===== config.mk =====
export PLATFORM = sky130hd
export DESIGN_NAME = line_draw_engine
export DESIGN_NICKNAME = d
export VERILOG_FILES = /design/src/rtl/lda_pkg.sv /design/src/rtl/lda_octant_setup.sv /design/src/rtl/line_draw_engine.sv
export SDC_FILE = /design/constraint.sdc
export NUM_CORES = 1
export LEC_CHECK = 0
export CAP_MARGIN = 20
export CORE_ASPECT_RATIO = 0.75
export CORE_MARGIN = 8
export CORE_UTILIZATION = 40
export CTS_BUF_LIST = sky130_fd_sc_hd__clkbuf_8
export CTS_CLUSTER_SIZE = 30
export DETAILED_ROUTE_END_ITERATION = 8
export GPL_TIMING_DRIVEN = 0
export SLEW_MARGIN = 5
export SYNTH_ARGS = -nofsm -noshare
export SYNTH_HDL_FRONTEND = slang
export SYNTH_SLANG_ARGS = --single-unit

===== constraint.sdc =====
create_clock -name clk -period 14.4 [get_ports clk]
set_input_delay 2.88 -clock clk [delete_from_list [all_inputs] [get_ports clk]]
set_output_delay 2.88 -clock clk [all_outputs]
set_load 0.005 [all_outputs]

===== src/rtl/lda_pkg.sv =====
// Shared widths, screen bounds, FSM encoding and small arithmetic helpers
// for the Bresenham line-draw engine.
package lda_pkg;

  localparam int X_W      = 9;
  localparam int Y_W      = 8;
  localparam int COL_W    = 3;
  localparam int SCREEN_W = 320;
  localparam int SCREEN_H = 240;

  // Signed working width for coordinates/deltas, and for the error term.
  localparam int AW = 10;
  localparam int EW = 11;

  localparam logic [2:0] ST_IDLE  = 3'd0;
  localparam logic [2:0] ST_SETUP = 3'd1;
  localparam logic [2:0] ST_INIT  = 3'd2;
  localparam logic [2:0] ST_DRAW  = 3'd3;
  localparam logic [2:0] ST_DONE  = 3'd4;

  function automatic logic signed [AW-1:0] abs_s(input logic signed [AW-1:0] v);
    return (v < 0) ? -v : v;
  endfunction

endpackage


===== src/rtl/lda_octant_setup.sv =====
// Combinational octant normalisation: detect a steep line, transpose it,
// then order the endpoints so the major axis always runs left to right.
module lda_octant_setup
  import lda_pkg::*;
(
  input  logic [X_W-1:0]        x0,
  input  logic [Y_W-1:0]        y0,
  input  logic [X_W-1:0]        x1,
  input  logic [Y_W-1:0]        y1,
  output logic                  steep,
  output logic signed [AW-1:0]  sx0,
  output logic signed [AW-1:0]  sy0,
  output logic signed [AW-1:0]  sx1,
  output logic signed [AW-1:0]  sy1
);

  logic signed [AW-1:0] ax0, ay0, ax1, ay1;
  logic signed [AW-1:0] adx, ady;
  logic signed [AW-1:0] px0, py0, px1, py1;

  assign ax0 = AW'(x0);
  assign ay0 = AW'(y0);
  assign ax1 = AW'(x1);
  assign ay1 = AW'(y1);

  assign adx = abs_s(ax1 - ax0);
  assign ady = abs_s(ay1 - ay0);

  always_comb begin
    steep = (ady > adx);
    px0   = steep ? ay0 : ax0;
    py0   = steep ? ax0 : ay0;
    px1   = steep ? ay1 : ax1;
    py1   = steep ? ax1 : ay1;
    sx0   = px0;
    sy0   = py0;
    sx1   = px1;
    sy1   = py1;
    if (px0 > px1) begin
      sx0 = px1;
      sy0 = py1;
      sx1 = px0;
      sy1 = py0;
    end
  end

endmodule


===== src/rtl/line_draw_engine.sv =====
// Bresenham line engine: latches a line request, normalises the octant,
// then emits one pixel per accepted cycle with sink back-pressure and clipping.
module line_draw_engine
  import lda_pkg::*;
(
  input  logic              clk,
  input  logic              reset,
  input  logic              start,
  input  logic [X_W-1:0]    x0,
  input  logic [Y_W-1:0]    y0,
  input  logic [X_W-1:0]    x1,
  input  logic [Y_W-1:0]    y1,
  input  logic [COL_W-1:0]  colour,
  output logic              ready,
  output logic              done,
  output logic [X_W-1:0]    vga_x,
  output logic [Y_W-1:0]    vga_y,
  output logic [COL_W-1:0]  vga_colour,
  output logic              vga_plot,
  input  logic              pix_ready
);

  localparam logic signed [AW-1:0] SCR_W_S = AW'(SCREEN_W);
  localparam logic signed [AW-1:0] SCR_H_S = AW'(SCREEN_H);

  logic [2:0]             state_reg;
  logic [X_W-1:0]         x0_reg, x1_reg;
  logic [Y_W-1:0]         y0_reg, y1_reg;
  logic [COL_W-1:0]       colour_reg;

  logic                   steep_reg;
  logic signed [AW-1:0]   sx0_reg, sy0_reg, sx1_reg, sy1_reg;

  logic signed [AW-1:0]   dx_reg, dy_reg, ystep_reg, cx_reg, cy_reg;
  logic signed [EW-1:0]   err_reg;

  logic                   oct_steep;
  logic signed [AW-1:0]   oct_x0, oct_y0, oct_x1, oct_y1;

  logic signed [AW-1:0]   init_dx, init_dy;
  logic signed [EW-1:0]   init_err;
  logic signed [EW-1:0]   err_sub, err_next;
  logic signed [AW-1:0]   cx_next, cy_next;
  logic signed [AW-1:0]   px, py;
  logic                   in_draw, on_screen, accept;

  lda_octant_setup u_octant (
    .x0    (x0_reg),
    .y0    (y0_reg),
    .x1    (x1_reg),
    .y1    (y1_reg),
    .steep (oct_steep),
    .sx0   (oct_x0),
    .sy0   (oct_y0),
    .sx1   (oct_x1),
    .sy1   (oct_y1)
  );

  assign init_dx  = sx1_reg - sx0_reg;
  assign init_dy  = abs_s(sy1_reg - sy0_reg);
  assign init_err = EW'(init_dx) >>> 1;

  always_comb begin
    err_sub  = err_reg - EW'(dy_reg);
    err_next = err_sub;
    cy_next  = cy_reg;
    cx_next  = cx_reg + AW'(1);
    if (err_sub < 0) begin
      err_next = err_sub + EW'(dx_reg);
      cy_next  = cy_reg + ystep_reg;
    end
  end

  // Undo the steep transpose when presenting the current point.
  assign px        = steep_reg ? cy_reg : cx_reg;
  assign py        = steep_reg ? cx_reg : cy_reg;
  assign in_draw   = (state_reg == ST_DRAW);
  assign on_screen = (px >= 0) && (px < SCR_W_S) && (py >= 0) && (py < SCR_H_S);
  assign accept    = in_draw && (!on_screen || pix_ready);

  assign ready      = (state_reg == ST_IDLE);
  assign done       = (state_reg == ST_DONE);
  assign vga_plot   = in_draw && on_screen;
  assign vga_x      = in_draw ? px[X_W-1:0] : '0;
  assign vga_y      = in_draw ? py[Y_W-1:0] : '0;
  assign vga_colour = in_draw ? colour_reg : '0;

  always_ff @(posedge clk or posedge reset) begin
    if (reset) begin
      state_reg  <= ST_IDLE;
      x0_reg     <= '0;
      y0_reg     <= '0;
      x1_reg     <= '0;
      y1_reg     <= '0;
      colour_reg <= '0;
      steep_reg  <= 1'b0;
      sx0_reg    <= '0;
      sy0_reg    <= '0;
      sx1_reg    <= '0;
      sy1_reg    <= '0;
      dx_reg     <= '0;
      dy_reg     <= '0;
      ystep_reg  <= '0;
      cx_reg     <= '0;
      cy_reg     <= '0;
      err_reg    <= '0;
    end else begin
      case (state_reg)
        ST_IDLE: begin
          if (start) begin
            x0_reg     <= x0;
            y0_reg     <= y0;
            x1_reg     <= x1;
            y1_reg     <= y1;
            colour_reg <= colour;
            state_reg  <= ST_SETUP;
          end
        end
        ST_SETUP: begin
          steep_reg <= oct_steep;
          sx0_reg   <= oct_x0;
          sy0_reg   <= oct_y0;
          sx1_reg   <= oct_x1;
          sy1_reg   <= oct_y1;
          state_reg <= ST_INIT;
        end
        ST_INIT: begin
          dx_reg    <= init_dx;
          dy_reg    <= init_dy;
          err_reg   <= init_err;
          ystep_reg <= (sy0_reg < sy1_reg) ? AW'(1) : '1;
          cx_reg    <= sx0_reg;
          cy_reg    <= sy0_reg;
          state_reg <= ST_DRAW;
        end
        ST_DRAW: begin
          if (accept) begin
            if (cx_reg == sx1_reg) begin
              state_reg <= ST_DONE;
            end else begin
              cx_reg  <= cx_next;
              cy_reg  <= cy_next;
              err_reg <= err_next;
            end
          end
        end
        ST_DONE: begin
          if (!start) state_reg <= ST_IDLE;
        end
        default: state_reg <= ST_IDLE;
      endcase
    end
  end

endmodule


==> impl_metrics.py, run 1 <==
metrics = {
    "logic_synthesis": {
        "synthMuxAreaShare_pct": 8.55,
        "ys_ff_latch": 130,
        "yosys.area_share.simple_pct": 14.9,
        "synthArstFlopShare_pct": 100,
        "synth_area_per_cell_um2": 8.78,
        "synth_ff_type": "dfrtp_1",
        "synth_edf_count": 0,
        "syn-num-nets": 1255,
        "synthAdderAreaFrac_pct": 12.6,
        "synth_compound_area_share_pct": 17.8,
        "yosysUniqueCellTypes": 60,
        "synth_top_family_by_area": "compound AO/OA/AOI/OAI gates",
        "synth_area_um2": 9850,
        "synth-xor-area-share_pct": 7.20,
        "ys_seq_area_share_pct": 33.0,
        "yosys_warnings": 0,
        "synthCells": 1122,
    },
    "worst_setup_path": {
        "cpMaxStageDelayCell": "clkbuf_1",
        "startpoint_type": "flip-flop",
        "path_class": "flip-flop to flip-flop",
        "r2r_start": "y1_reg[0]",
        "cp_data_arrival_time_ns": 8.53,
        "crit_start": "y1_reg[0]",
        "cp_common_cell": "a21oi_1",
        "endpoint_kind": "flip-flop",
        "critPathMaxFanout": 10,
        "slowest_delay_ns": 0.62,
        "required_ns": 14.74,
    },
    "layout": {
        "instances_no_fill": 1548,
        "ff_latch_area_um2": 3250,
        "layout_common_cells": "dfrtp_1 (130), nor2_1 (114), inv_1 (94)",
        "nNetsFinal": 1338,
        "layout-drive-gt1-share_pct": 5.83,
        "fillers": 2359,
        "design_area_um2": 11300,
        "largest_reg_flops": 11,
        "fin_util_pct": 46.8,
        "multiInputGateArea_um2": 6010,
        "layout_commonest_cell": "dfrtp_1",
        "syn_to_final_growth_pct": 14.5,
        "n_antenna_cell": 0,
    },
    "sta": {
        "skew_ns": 0.0174,
        "fin_crit_sh_pct": 56.9,
        "drv_slew": 0,
        "worstMarginPinSlew_ns": 0.998,
        "setup-tns-final_ns": 0,
        "slew_headroom_pct": 33.0,
        "hold_violations": 0,
        "rsz0062_at_grt": "no",
        "max_freq_mhz": 122,
        "finalSetupViolations": 0,
        "finalCriticalPeriod_ns": 8.19,
    },
    "floorplan": {
        "coreArea_um2": 24100,
        "io_pins": 64,
        "die_w_um": 197,
        "die_y_um": 152,
        "start_util_pct": 40.9,
        "num_rows": 49,
        "dieArea_um2": 30000,
    },
    "clocking": {
        "cts.repair.resized": 0,
        "root_buffer": "clkbuf_8",
        "post-cts-setup-buffers": 0,
        "numCtsBuffers": 17,
        "clk_latency_ns": 0.46,
        "cts_tree": "done",
        "holdBufCountCts": 0,
        "htreeDepth": 4,
        "cts_buffer_depth": 2,
        "path_clk_slew_ns": 0.08,
        "cts.sinks": 130,
    },
    "global_route": {
        "grt_pass1_wl_um": 45800,
        "antenna_found_initial": 0,
        "grt_max_degree": 83,
        "overflow": 0,
        "grt_pass1_vias": 8082,
        "grt_util_all_layers_pct": 19.1,
    },
    "placement": {
        "portBuffers": 63,
        "gp_routability_congestion": 0.870,
        "placedCellCount": 1517,
        "placed_cell_area_um2": 10900,
        "hpwl_um": 22500,
    },
    "route": {
        "drc_errors": 0,
        "dr.pass1.iters": 5,
        "finalWirelength_um": 28700,
        "wl_per_cell_um": 18.5,
        "vias": 8451,
        "dr.first_iter.drc_count": 592,
        "vias_per_cell": 5.46,
        "ant_nets": 0,
    },
    "run": {
        "cap_viol_max_count": 0,
    },
    "status": {
        "status": "completed",
    },
    "worst_hold_path": {
        "hp-class": "flip-flop to flip-flop",
        "timing.hold.worst.start": "dx_reg[2]",
    },
}
kinds of logic (layout without fill, tap and decap cells):
| logic type | Yosys count | in the layout |
|---|---|---|
| simple gates | 323 | 323 |
| mux | 81 | 81 |
| xor+xnor | 81 | 81 |
| other cells | 1 | 1 |
| buf+inv | 146 | 241 |
| flops | 130 | 130 |
| fa+ha+maj | 96 | 96 |
| compound gates | 264 | 264 |
worst paths after layout:
| path | endpoint | slack, ns | depth (start not counted) |
|---|---|---|---|
| worst max-delay path | sx1_reg[7] | 6.21 | 32 |
| worst min-delay path | dx_reg[2] | 0.50 | 2 |
| worst max register to register | sx1_reg[7] | 6.21 | 32 |
| worst min register to register | dx_reg[2] | 0.50 | 2 |
| max in group asynchronous | colour_reg[1] | 10.78 | 3 |
| min in group asynchronous | dx_reg[3] | 2.83 | 2 |
metal layers:
layer | part of all wire, % | track usage [%] | routed length (um) | up-vias
met5 | 0 | 0 | 0 | -
met4 | 1.5 | 5.08 | 435 | 0
met3 | 6.4 | 3.97 | 1850 | 29
met2 | 40 | 25.6 | 11400 | 257
met1 | 52 | 29.9 | 15000 | 4048
li1 | - | - | - | 4117
through the flow:
| stage | setup slack (ns) | hold slack (ns) |
|---|---|---|
| after global routing | 5.60 | 0.521 |
| after floorplan | 7.92 | 0.441 |
| after detailed placement | 6.42 | 0.477 |
| final | 6.21 | 0.495 |
| after global placement | 5.76 | 0.469 |
| after CTS | 6.38 | 0.499 |
cell type report:
type	instances	area share, %
clock buffer	18	2.20
timing repair buffer	64	5.84
tap	331	3.67
buffer	54	2.12
sequential	130	28.9
inverter	92	3.11
clock inverter	13	0.877
multi-input combinational	846	53.3
cells in the mapped netlist, types with 5 or more instances:
cell type	count	area, um^2
a21o_1	17	128
a21oi_1	55	275
a221o_1	22	220
a31oi_1	16	100
and3_1	9	56.3
buf_2	5	25.0
clkbuf_1	41	154
dfrtp_1	130	3250
fa_1	7	140
ha_1	85	1060
inv_1	92	345
mux2_2	22	248
mux2i_1	58	581
nand2_1	93	349
nand2b_1	6	37.5
nand3_1	16	80.1
nand4_1	5	31.3
nor2_1	114	428
nor2b_1	16	100
nor3_1	38	190
o211ai_1	5	37.5
o21a_1	18	135
o21ai_0	64	320
o21bai_1	11	82.6
o22ai_1	17	106
o311ai_0	7	61.3
o31ai_1	6	45.0
or3_1	6	37.5
xnor2_1	52	455
xor2_1	29	254
worst max-delay path, delay by kind of cell (launching register included):
family / cells / cell delay, ns
AOI/OAI and AO/OA: 12 / 3.37
xor gates and xnor gates: 1 / 0.17
adders and majority gates: 6 / 1.64
buffers and inverters: 6 / 1.43
DFF: 1 / 0.41
muxes: 2 / 0.53
and+or+nand+nor: 5 / 0.52
Power of run 1 is left out: the tool's default activity adds up to more than one toggle a clock period on the data nets, which glitch-free logic cannot reach.
==> inputs of run 2 (changes only) <==
clock period = 7.8 ns   (was 14.4 ns; I/O delays follow)
==> impl_metrics.py, run 2 (synthesis results as in run 1) <==
metrics = {
    "status": {
        "status": "completed",
    },
    "layout": {
        "nNetsFinal": 1338,
        "layout_common_cells": "dfrtp_1 (130), nor2_1 (114), inv_1 (94)",
        "fillers": 2356,
        "syn_to_final_growth_pct": 14.8,
        "layout-drive-gt1-share_pct": 6.24,
        "design_area_um2": 11300,
        "layout_commonest_cell": "dfrtp_1",
        "largest_reg_flops": 11,
        "n_antenna_cell": 0,
    },
    "clocking": {
        "clk_latency_ns": 0.46,
        "root_buffer": "clkbuf_8",
        "numCtsBuffers": 17,
        "cts.sinks": 130,
        "path_clk_slew_ns": 0.07,
        "holdBufCountCts": 0,
        "htreeDepth": 4,
        "cts_tree": "done",
        "cts_buffer_depth": 2,
    },
    "floorplan": {
        "start_util_pct": 40.9,
        "dieArea_um2": 30000,
        "num_rows": 49,
        "die_y_um": 152,
        "coreArea_um2": 24100,
        "die_w_um": 197,
        "io_pins": 64,
    },
    "global_route": {
        "antenna_found_initial": 0,
        "busiest_layer": "met1",
        "grt_pass1_vias": 8087,
        "overflow": 0,
        "grt_util_all_layers_pct": 19.1,
        "grt_max_degree": 83,
        "met1_usage_pct": 29.9,
        "gr-usage-met2_pct": 25.6,
        "use_met3_pct": 3.97,
        "grt_pass1_wl_um": 45900,
    },
    "sta": {
        "drv_slew": 0,
        "setup-tns-final_ns": 0,
        "hold_slack_ns": 0.495,
        "finalSetupViolations": 0,
        "finalCriticalPeriod_ns": 7.51,
        "max_freq_mhz": 133,
        "hold_violations": 0,
        "worstMarginPinSlew_ns": 1.00,
        "fin_crit_sh_pct": 96.3,
        "skew_ns": 0.0176,
        "slew_headroom_pct": 32.9,
    },
    "route": {
        "wl_per_cell_um": 18.6,
        "drc_errors": 0,
        "vias": 8470,
        "dr.first_iter.drc_count": 594,
        "vias_per_cell": 5.47,
        "dr.pass1.iters": 5,
        "finalWirelength_um": 28800,
        "ant_nets": 0,
    },
    "worst_setup_path": {
        "critPathMaxFanout": 10,
        "cpMaxStageDelayCell": "mux2i_1",
        "required_ns": 8.14,
        "startpoint_type": "flip-flop",
        "endpoint_kind": "flip-flop",
        "cp_data_arrival_time_ns": 7.85,
        "path_class": "flip-flop to flip-flop",
        "slowest_delay_ns": 0.45,
    },
    "worst_hold_path": {
        "hp-class": "flip-flop to flip-flop",
    },
    "run": {
        "cap_viol_max_count": 0,
    },
    "placement": {
        "hpwl_um": 22500,
        "gp_routability_congestion": 0.870,
        "placed_cell_area_um2": 10900,
        "portBuffers": 63,
    },
}
[run 2: per-layer routing]
layer / vias up / wire length (um)
met5: - / 0
met4: 0 / 427
met3: 27 / 2010
met2: 265 / 11500
met1: 4061 / 14900
li1: 4117 / -
[run 2: layout make-up]
class | instances | area [um^2] | area share, %
clock inverters | 13 | 98.8 | 0.874
well taps | 331 | 414 | 3.66
clock buffers | 18 | 248 | 2.19
multi-input cells | 846 | 6040 | 53.5
inverters | 92 | 350 | 3.10
repair buffers | 64 | 658 | 5.82
flip-flops and latches | 130 | 3250 | 28.8
plain buffers | 54 | 241 | 2.14
[run 2: final timing paths]
check                               start       endpoint  slack [ns]  depth (start not counted)
worst max-delay path            x1_reg[0]     sy1_reg[4]        0.29                         32
worst min-delay path            dx_reg[2]      dx_reg[2]        0.49                          2
worst max register to register  x1_reg[0]     sy1_reg[4]        0.29                         32
worst min register to register  dx_reg[2]      dx_reg[2]        0.49                          2
max in group asynchronous           reset  colour_reg[1]        5.49                          3
min in group asynchronous           reset      dx_reg[3]        1.51                          2
[run 2: through the flow]
stage	setup WS (ns)	cells	utilization, %
floorplan	1.32	1122	-
global placement	-0.113	1516	45.2
detailed placement	-0.181	1517	45.3
CTS	0.0694	1548	46.8
global route	-0.0313	1548	46.9
finish	0.290	1548	46.9
[run 2: what timing repair did]
item                       4_1_cts  5_1_grt
setup endpoints to repair       28       34
buffers inserted                 0        0
resized for setup                2        6
[run 2: critical path: cells and delay by family (launching register included)]
| family | cells | cell delay, ns |
|---|---|---|
| xor+xnor | 2 | 0.51 |
| mux | 2 | 0.55 |
| fa+ha+maj | 6 | 1.47 |
| flops | 1 | 0.40 |
| simple gates | 5 | 0.74 |
| buf+inv | 6 | 0.97 |
| compound gates | 11 | 2.73 |
Power of run 2 is left out for the same reason.
==> inputs of run 3 (changes only) <==
clock period = 7.16 ns   (was 7.8 ns; I/O delays follow)
==> impl_metrics.py, run 3 (synthesis results as in run 1) <==
metrics = {
    "worst_setup_path": {
        "endpoint_kind": "flip-flop",
        "critPathMaxFanout": 10,
        "cpMaxStageDelayCell": "or4_1",
        "rrSetupSlack_ns": 0.28,
        "path_class": "flip-flop to flip-flop",
        "reg2reg_depth": 29,
        "reg2reg_to": "sx0_reg[5]",
        "required_ns": 7.48,
        "cp_num_buf_inv": 5,
        "slowest_delay_ns": 0.60,
        "path_delay_family": "simple AND/OR/NAND/NOR gates",
        "cp_data_arrival_time_ns": 7.20,
        "startpoint_type": "flip-flop",
        "cp_common_cell": "ha_1",
        "r2r_start": "y1_reg[1]",
    },
    "placement": {
        "gp_routability_congestion": 0.870,
        "portBuffers": 63,
        "placedCellCount": 1517,
        "hpwl_um": 22500,
    },
    "layout": {
        "ff_latch_area_um2": 3250,
        "nNetsFinal": 1343,
        "largest_reg_flops": 11,
        "instances_no_fill": 1553,
        "layout_common_cells": "dfrtp_1 (130), nor2_1 (114), inv_1 (94)",
        "n_antenna_cell": 0,
        "fillers": 2342,
        "syn_to_final_growth_pct": 16.1,
        "layout-drive-gt1-share_pct": 7.28,
        "multiInputGateArea_um2": 6120,
        "layout_commonest_cell": "dfrtp_1",
    },
    "sta": {
        "worstMarginPinSlew_ns": 0.996,
        "drv_slew": 0,
        "setup-tns-final_ns": 0,
        "finalCriticalPeriod_ns": 6.88,
        "max_freq_mhz": 145,
        "slew_headroom_pct": 33.1,
        "fin_crit_sh_pct": 96.1,
        "skew_ns": 0.0166,
        "hold_violations": 0,
        "finalSetupViolations": 0,
    },
    "clocking": {
        "cts.sinks": 130,
        "htreeDepth": 4,
        "cts_buffer_depth": 2,
        "root_buffer": "clkbuf_8",
        "numCtsBuffers": 17,
        "holdBufCountCts": 0,
        "path_clk_slew_ns": 0.08,
        "clk_latency_ns": 0.46,
        "cts_tree": "done",
    },
    "route": {
        "dr.first_iter.drc_count": 597,
        "dr.pass1.iters": 5,
        "ant_nets": 0,
        "wl_met3_um": 1780,
        "wl_per_cell_um": 18.7,
        "topRoutingLayerUsed": "met4",
        "wl_met1_um": 15200,
        "drc_errors": 0,
        "dr_wl_met2_um": 11600,
        "finalWirelength_um": 29100,
        "vias": 8528,
        "vias_per_cell": 5.49,
    },
    "global_route": {
        "grt_pass1_vias": 8126,
        "grt_util_all_layers_pct": 19.2,
        "overflow": 0,
        "grt_max_degree": 83,
        "grt_pass1_wl_um": 46100,
        "antenna_found_initial": 0,
    },
    "status": {
        "status": "completed",
    },
    "floorplan": {
        "start_util_pct": 40.9,
        "io_pins": 64,
        "die_y_um": 152,
        "coreArea_um2": 24100,
        "die_w_um": 197,
        "dieArea_um2": 30000,
        "num_rows": 49,
    },
    "worst_hold_path": {
        "hp-class": "flip-flop to flip-flop",
        "timing.hold.worst.start": "dx_reg[2]",
        "holdPathEnd": "dx_reg[2]",
        "min_path_cells": 2,
    },
    "run": {
        "cap_viol_max_count": 0,
    },
}
-- run 3: cell types whose count changed in the layout (fill, tap and decap cells not counted), sizes merged --
cell  change
buf       +5
-- run 3: area by class of cell --
type                       instances  area share, %
clock buffer                      18           2.17
clock inverter                    13          0.865
timing repair buffer              69           6.09
sequential                       130           28.5
inverter                          92           3.06
buffer                            54           2.22
tap                              331           3.62
multi-input combinational        846           53.5
-- run 3: worst max-delay path by stage --
stage,startpoint,endpoint,slack [ns],cells after the start
2_1_floorplan,y1_reg[0],sx0_reg[3],0.68,32
3_3_place_gp,y1_reg[0],sy1_reg[7],-0.75,32
3_5_place_dp,y1_reg[0],sx1_reg[7],-0.82,32
4_1_cts,y1_reg[0],sy0_reg[3],0.04,32
5_1_grt,y1_reg[0],sy0_reg[7],-0.08,33
6_report,y1_reg[1],sx0_reg[5],0.28,29
-- run 3: metal layers --
layer,track usage (%),up-vias
met5,0,-
met4,5.22,0
met2,25.8,256
li1,-,4132
met3,3.88,32
met1,30.0,4108
-- run 3: stage by stage --
step                      setup slack [ns]  hold slack [ns]  utilization [%]  cell area [um^2]
final                                0.278            0.495             47.4             11400
after global placement              -0.753            0.469             45.2             10900
after CTS                           0.0400            0.499             47.1             11300
after global routing               -0.0829            0.521             47.4             11400
after detailed placement            -0.821            0.477             45.3             10900
after floorplan                      0.683            0.441                -              9850
-- run 3: tightest hold or removal path, delay by kind of cell, from the launching register on --
| family | cells | cell delay (ns) |
|---|---|---|
| simple gates | 2 | 0.11 |
| flops | 1 | 0.35 |
-- run 3: timing repair --
action,4_1_cts,5_1_grt
pin swaps,1,5
gates resized for setup,11,16
buffers inserted,1,4
gates cloned,0,0
endpoints found under the setup margin,36,34
Power of run 3 is left out for the same reason.
